===== src/rtl/chimera_bypass_mode_ctrl.sv =====
// -----------------------------------------------------------------------------
// chimera_bypass_mode_ctrl
//
// Sequences run-time changes of the wide-port memory-island bypass mode for one
// cluster's wide master path. Sits in the SoC clock domain between the wide CDC
// output and the wide demux. New AW/AR handshakes are gated and outstanding
// writes/reads are counted; a mode change is only applied once the wide path
// has fully drained, so no burst is ever split between the memory island route
// and the narrow route.
//
// Ports
//   clk_i, rst_i              SoC clock, synchronous active-high reset
//   aw_valid_i / aw_ready_o   AW handshake towards the upstream (wide CDC)
//   aw_valid_o / aw_ready_i   AW handshake towards the downstream (demux)
//   ar_*                      AR equivalents
//   b_valid_i, b_ready_i      B handshake observed on the upstream side
//   r_valid_i, r_ready_i,
//   r_last_i                  R handshake observed on the upstream side
//   mode_req_valid_i          request to set the bypass mode
//   mode_req_i                requested mode (1 = bypass, wide traffic goes narrow)
//   mode_req_ready_o          request accepted (only while idle)
//   done_o                    one-cycle pulse when a request completes
//   bypass_mode_o             demux select override
//   busy_o                    draining or switching
//   timeout_o                 sticky drain-abort flag, cleared by next accepted request
//   wr_outstanding_o          in-flight write count
//   rd_outstanding_o          in-flight read count
//
// W, B and R are not routed through this block; only AW/AR are gated.
// -----------------------------------------------------------------------------
module chimera_bypass_mode_ctrl #(
  parameter int unsigned MaxOutstanding = 16,
  parameter int unsigned DrainTimeout   = 1024,
  localparam int unsigned CntWidth = $clog2(MaxOutstanding + 1),
  localparam int unsigned TmoWidth = (DrainTimeout == 0) ? 1 : $clog2(DrainTimeout + 1)
) (
  input  logic                clk_i,
  input  logic                rst_i,
  // AW channel
  input  logic                aw_valid_i,
  output logic                aw_ready_o,
  output logic                aw_valid_o,
  input  logic                aw_ready_i,
  // AR channel
  input  logic                ar_valid_i,
  output logic                ar_ready_o,
  output logic                ar_valid_o,
  input  logic                ar_ready_i,
  // Response observation
  input  logic                b_valid_i,
  input  logic                b_ready_i,
  input  logic                r_valid_i,
  input  logic                r_ready_i,
  input  logic                r_last_i,
  // Mode request
  input  logic                mode_req_valid_i,
  input  logic                mode_req_i,
  output logic                mode_req_ready_o,
  output logic                done_o,
  // Status
  output logic                bypass_mode_o,
  output logic                busy_o,
  output logic                timeout_o,
  output logic [CntWidth-1:0] wr_outstanding_o,
  output logic [CntWidth-1:0] rd_outstanding_o
);

  typedef enum logic [1:0] {
    StIdle,
    StDrain,
    StSwitch
  } state_e;

  localparam logic [CntWidth-1:0] CntMax  = CntWidth'(MaxOutstanding);
  localparam logic [CntWidth-1:0] CntOne  = CntWidth'(1);
  localparam logic [TmoWidth-1:0] TmoOne  = TmoWidth'(1);
  localparam logic [TmoWidth-1:0] TmoLast = TmoWidth'((DrainTimeout == 0) ? 0 : DrainTimeout - 1);
  localparam bit                  TmoEn   = (DrainTimeout != 0);

  // ---------------------------------------------------------------------------
  // State
  // ---------------------------------------------------------------------------
  state_e                state_q;
  logic                  target_q;
  logic                  bypass_q;
  logic                  done_q;
  logic                  timeout_q;
  logic [TmoWidth-1:0]   tmo_cnt_q;

  logic [CntWidth-1:0]   wr_q, wr_d;
  logic [CntWidth-1:0]   rd_q, rd_d;
  logic                  aw_pend_q;
  logic                  ar_pend_q;

  // ---------------------------------------------------------------------------
  // Channel gating
  // ---------------------------------------------------------------------------
  logic idle;
  logic blk_aw, blk_ar;
  logic aw_fire, ar_fire;
  logic b_fire, rlast_fire;
  logic b_dec, r_dec;
  logic drained;

  assign idle = (state_q == StIdle);

  // A valid already presented downstream must be kept until it handshakes, so a
  // pending address overrides both the mode-change block and the count limit.
  assign blk_aw = (~idle | (wr_q == CntMax)) & ~aw_pend_q;
  assign blk_ar = (~idle | (rd_q == CntMax)) & ~ar_pend_q;

  assign aw_valid_o = aw_valid_i & ~blk_aw;
  assign aw_ready_o = aw_ready_i & ~blk_aw;
  assign ar_valid_o = ar_valid_i & ~blk_ar;
  assign ar_ready_o = ar_ready_i & ~blk_ar;

  assign aw_fire    = aw_valid_o & aw_ready_i;
  assign ar_fire    = ar_valid_o & ar_ready_i;
  assign b_fire     = b_valid_i & b_ready_i;
  assign rlast_fire = r_valid_i & r_ready_i & r_last_i;

  // Responses with nothing outstanding are dropped rather than wrapping the count.
  assign b_dec = b_fire & (wr_q != '0);
  assign r_dec = rlast_fire & (rd_q != '0);

  assign drained = (wr_q == '0) & (rd_q == '0) & ~aw_pend_q & ~ar_pend_q;

  // ---------------------------------------------------------------------------
  // Outstanding counters
  // ---------------------------------------------------------------------------
  always_comb begin
    wr_d = wr_q;
    case ({aw_fire, b_dec})
      2'b10: begin
        if (wr_q != CntMax) wr_d = wr_q + CntOne;
      end
      2'b01:   wr_d = wr_q - CntOne;
      default: wr_d = wr_q;
    endcase
  end

  always_comb begin
    rd_d = rd_q;
    case ({ar_fire, r_dec})
      2'b10: begin
        if (rd_q != CntMax) rd_d = rd_q + CntOne;
      end
      2'b01:   rd_d = rd_q - CntOne;
      default: rd_d = rd_q;
    endcase
  end

  always_ff @(posedge clk_i) begin
    if (rst_i) begin
      wr_q      <= '0;
      rd_q      <= '0;
      aw_pend_q <= 1'b0;
      ar_pend_q <= 1'b0;
    end else begin
      wr_q      <= wr_d;
      rd_q      <= rd_d;
      aw_pend_q <= aw_valid_o & ~aw_ready_i;
      ar_pend_q <= ar_valid_o & ~ar_ready_i;
    end
  end

  // ---------------------------------------------------------------------------
  // Mode-change FSM
  // ---------------------------------------------------------------------------
  // The new mode and done pulse are registered on entry to StSwitch, so during
  // the switch cycle the demux already sees the new select while AW/AR are
  // still blocked.
  always_ff @(posedge clk_i) begin
    if (rst_i) begin
      state_q   <= StIdle;
      target_q  <= 1'b0;
      bypass_q  <= 1'b0;
      done_q    <= 1'b0;
      timeout_q <= 1'b0;
      tmo_cnt_q <= '0;
    end else begin
      done_q <= 1'b0;
      case (state_q)
        StIdle: begin
          if (mode_req_valid_i) begin
            timeout_q <= 1'b0;
            if (mode_req_i == bypass_q) begin
              done_q <= 1'b1;
            end else begin
              target_q  <= mode_req_i;
              tmo_cnt_q <= '0;
              state_q   <= StDrain;
            end
          end
        end
        StDrain: begin
          tmo_cnt_q <= tmo_cnt_q + TmoOne;
          // Completing the drain wins over a timeout hitting in the same cycle.
          if (drained) begin
            bypass_q <= target_q;
            done_q   <= 1'b1;
            state_q  <= StSwitch;
          end else if (TmoEn && (tmo_cnt_q == TmoLast)) begin
            timeout_q <= 1'b1;
            done_q    <= 1'b1;
            state_q   <= StIdle;
          end
        end
        StSwitch: begin
          state_q <= StIdle;
        end
        default: begin
          state_q <= StIdle;
        end
      endcase
    end
  end

  // ---------------------------------------------------------------------------
  // Outputs
  // ---------------------------------------------------------------------------
  assign mode_req_ready_o = idle;
  assign busy_o           = ~idle;
  assign done_o           = done_q;
  assign bypass_mode_o    = bypass_q;
  assign timeout_o        = timeout_q;
  assign wr_outstanding_o = wr_q;
  assign rd_outstanding_o = rd_q;

  // A response with nothing outstanding means the upstream protocol is broken.
  always_ff @(posedge clk_i) begin
    if (!rst_i) begin
      assert (!(b_fire && (wr_q == '0)));
      assert (!(rlast_fire && (rd_q == '0)));
    end
  end

endmodule


===== config.mk =====
export PLATFORM = sky130hd
export DESIGN_NAME = chimera_bypass_mode_ctrl
export DESIGN_NICKNAME = d
export VERILOG_FILES = /design/src/rtl/chimera_bypass_mode_ctrl.sv
export SDC_FILE = /design/constraint.sdc
export NUM_CORES = 1
export LEC_CHECK = 0
export ABC_AREA = 1
export CORE_MARGIN = 8
export CORE_UTILIZATION = 50
export DETAILED_ROUTE_END_ITERATION = 10
export PLACE_DENSITY = 0.76
export SYNTH_ARGS = -nofsm -noshare
export SYNTH_HDL_FRONTEND = slang
export SYNTH_SLANG_ARGS = --single-unit

===== constraint.sdc =====
create_clock -name clk_i -period 2 [get_ports clk_i]
set_input_delay 0.4 -clock clk_i [delete_from_list [all_inputs] [get_ports clk_i]]
set_output_delay 0.4 -clock clk_i [all_outputs]
set_load 0.005 [all_outputs]

==> impl_metrics.yaml <==
run_status:
  outcome: "finished, final reports clean"
setup_path:
  timing.rr.end: "rd_outstanding_o[4]$_SDFFE_PP0P_"
  crit_fanout: 2
  cp_top_family: "simple AND/OR/NAND/NOR gates"
  reg2reg_from: "state_q[0]$_SDFFE_PP0P_"
  crit_top_cell: "nand2_2"
  crit_path_start: "wr_outstanding_o[1]$_SDFFE_PP0P_"
  slowest_stage: "dfxtp_2"
  r2r_slack_ps: 80
  end_kind: "output port"
  worst-path-buf-inv: 2
  cp_cell_sequence: "nor2_4, nand4_2, nand2_2, nand2_2, buf_4, and2_1, dlygate4sd2_1"
  critPathMaxStageDelay_ps: 350
  crit_type: "reg -> out"
  worstPathRequired_ps: 1600
  start_kind: "flip-flop"
  r2r_cells: 17
  crit_arrival_ps: 1550
grt:
  antenna_found_initial: 0
  grt_max_degree: 11
  first_global_vias: 1695
  grt_pass1_wl_um: 7162
  grtUsageTotal: 0.1606
  overflow: 0
yosys:
  synthDistinctLibCells: 36
  syn_nets: 264
  ys_seq_area_frac: 0.3254
  synth.avg_cell_area_um2: 7.253
  synth_seq_cells: 29
  synth_warnings: 0
  syn_area_um2: 1784
  netlist_instances: 246
cells_and_area:
  layout_commonest_cell: "buf_4"
  layout.cell_area.non_filler_um2: 2663
  fin_nets: 342
  final_cell_mix: "39 x buf_4, 36 x inv_1, 28 x nand2_1, 25 x clkdlybuf4s50_1, 23 x dfxtp_1"
  diodes: 0
  drive_gt1_frac: 0.3692
  num-fill-cells: 234
  syn_to_final_growth_pct: 49.23
  final_util: 0.7855
hold_path:
  hold_class: "reg -> reg"
  holdPathStages: 1
  hold_start: "tmo_cnt_q[3]$_SDFFE_PP0P_"
  min_to: "tmo_cnt_q[3]$_SDFFE_PP0P_"
pwr:
  power_leakage_nw: 1.213
  p_int_mw: 1.352
  p_seq_frac: 0.339
  power_mw: 2.022
  p_switching_uw: 670.1
  power_frac_comb: 0.413
  sw_frac_of_total: 0.3313
  power-per-cell-area_nw_per_um2: 759.6
  clkPwrFrac: 0.248
  ir_drop_uv: 587.7
drt:
  ant_nets: 0
  first_pass_iters: 5
  vias_per_cell: 4.965
  routedWlPerCell_um: 12.37
  drc_errors: 0
  drt-initial-drc-count: 75
  wl_um: 4588
  via_count: 1842
sta:
  timing.final.crit_share: 0.9729
  worst_clock_skew_ps: 11.83
  relSlewSlack: 0.7023
  layout_min_cycle_time_ps: 1946
  fmax_ghz: 0.5139
  rsz0062_at_grt: "yes"
  tightest_slew_ps: 442.5
  hold_viol_final: 0
  setup_slack_ps: 54.15
  setup_violations: 0
  setup_tns_ps: 0
  drv_slew: 0
clocking:
  cts_root_buf: "clkbuf_4"
  cts.sink_count: 29
  clk_latency_ps: 330
  cts_inserted_buffers: 5
  cts_tree: "built"
  cts.reportedPaths.clkPinSlew_ps: 90
  clk_path_buf_depth: 2
  h-tree-depth: 2
die:
  core-area_um2: 3390
  ioPinCount: 32
  die_y_um: 75.74
  start_util: 0.5264
  dieArea_um2: 5736
  die_width_um: 75.74
  rows: 21
placement:
  dpl_worst_slack_ps: -251.8
  dpl_cell_area_um2: 2391
  place.gp.congestion: 0.8956
  hpwl_um: 3417
  io_buffer_count: 31
job:
  drv_cap: 0
worst max path at each step:
stage | to | depth (start not counted)
after floorplan | rd_outstanding_o[4]$_SDFFE_PP0P_ | 14
after global placement | rd_outstanding_o[4]$_SDFFE_PP0P_ | 13
after detailed placement | rd_outstanding_o[4]$_SDFFE_PP0P_ | 13
after CTS | rd_outstanding_o[4]$_SDFFE_PP0P_ | 14
after global routing | wr_outstanding_o[2]$_SDFFE_PP0P_ | 16
final | aw_ready_o | 7
power by group through the flow:
stage / sequential (mW) / combinational (mW) / clock [mW]
floorplan: 0.697 / 0.376 / 0
global placement: 0.680 / 0.732 / 0
finish: 0.686 / 0.835 / 0.502
detailed placement: 0.681 / 0.737 / 0
CTS: 0.671 / 0.752 / 0.504
global route: 0.691 / 0.916 / 0.542
synthesized netlist by cell type:
library cell,number,share of area
nand2_4,4,0.025
a211oi_2,1,0.0070
nor3_2,1,0.0056
nand3_4,2,0.020
nand2_1,33,0.069
and2_1,2,0.0070
nor3b_1,1,0.0042
buf_2,1,0.0028
o21ai_1,3,0.0084
xor2_1,3,0.015
xnor2_1,1,0.0049
nand3_2,7,0.039
nand3_1,18,0.050
o21ai_2,1,0.0049
nand4_1,7,0.025
and3_1,2,0.0070
o21ai_0,13,0.036
a21oi_1,15,0.042
inv_1,39,0.082
o21bai_1,1,0.0042
nor2_4,2,0.013
inv_2,12,0.025
nor2_2,3,0.011
nand3b_4,1,0.011
o211ai_1,1,0.0042
a211oi_1,3,0.013
a31oi_1,1,0.0035
ha_1,5,0.035
clkbuf_1,1,0.0021
nand2_2,10,0.035
nand4_2,1,0.0070
nor2_1,15,0.032
o21bai_2,1,0.0063
dfxtp_1,29,0.33
nor3_1,5,0.014
nor4_1,1,0.0035
state kept, by name, indices dropped and copies added (netlist names):
name,cells
wr_outstanding_o,5
rd_outstanding_o,5
timeout_o,1
state_q,2
bypass_mode_o,1
tmo_cnt_q,11
done_o,1
ar_pend_q,1
target_q,1
aw_pend_q,1
stage by stage:
| stage | cells | hold WS [ps] |
|---|---|---|
| 3_5_place_dp | 354 | 475.6 |
| 6_report | 371 | 499.9 |
| 2_1_floorplan | 246 | 423.1 |
| 4_1_cts | 365 | 496.4 |
| 5_1_grt | 371 | 514.5 |
| 3_3_place_gp | 354 | 451.2 |
cell families after synthesis:
| logic type | after synthesis | synth area share |
|---|---|---|
| DFF | 29 | 0.3254 |
| xor gates and xnor gates | 4 | 0.01964 |
| buffers and inverters | 53 | 0.1122 |
| adders and majority gates | 5 | 0.03506 |
| and+or+nand+nor | 115 | 0.3780 |
| AOI/OAI and AO/OA | 40 | 0.1297 |
repair_timing:
action                                  4_1_cts  5_1_grt
pin swaps                                     4       12
gates resized for setup                       9       32
buffers inserted                              3        6
hold buffers                                  0        0
endpoints found under the setup margin        4        4
area by class of cell:
cell class	count	area [µm²]	share of cell area
clock buffers	7	55.05	0.02068
clock inverters	1	30.03	0.01128
inverters	51	191.4	0.07190
multi-input cells	164	1104	0.4145
flip-flops and latches	29	593.1	0.2227
well taps	46	57.56	0.02162
repair buffers	73	631.9	0.2373
layer usage:
| metal | vias up | wire, µm | track usage | part of all wire |
|---|---|---|---|---|
| met1 | 844 | 2118 | 0.1940 | 0.46 |
| met4 | 0 | 42 | 0.03838 | 0.0092 |
| met3 | 7 | 223 | 0.04474 | 0.049 |
| met2 | 37 | 2204 | 0.2733 | 0.48 |
| li1 | 954 | - | - | - |
| met5 | - | 0 | 0 | 0 |
Power figures use the tool's default switching activity.
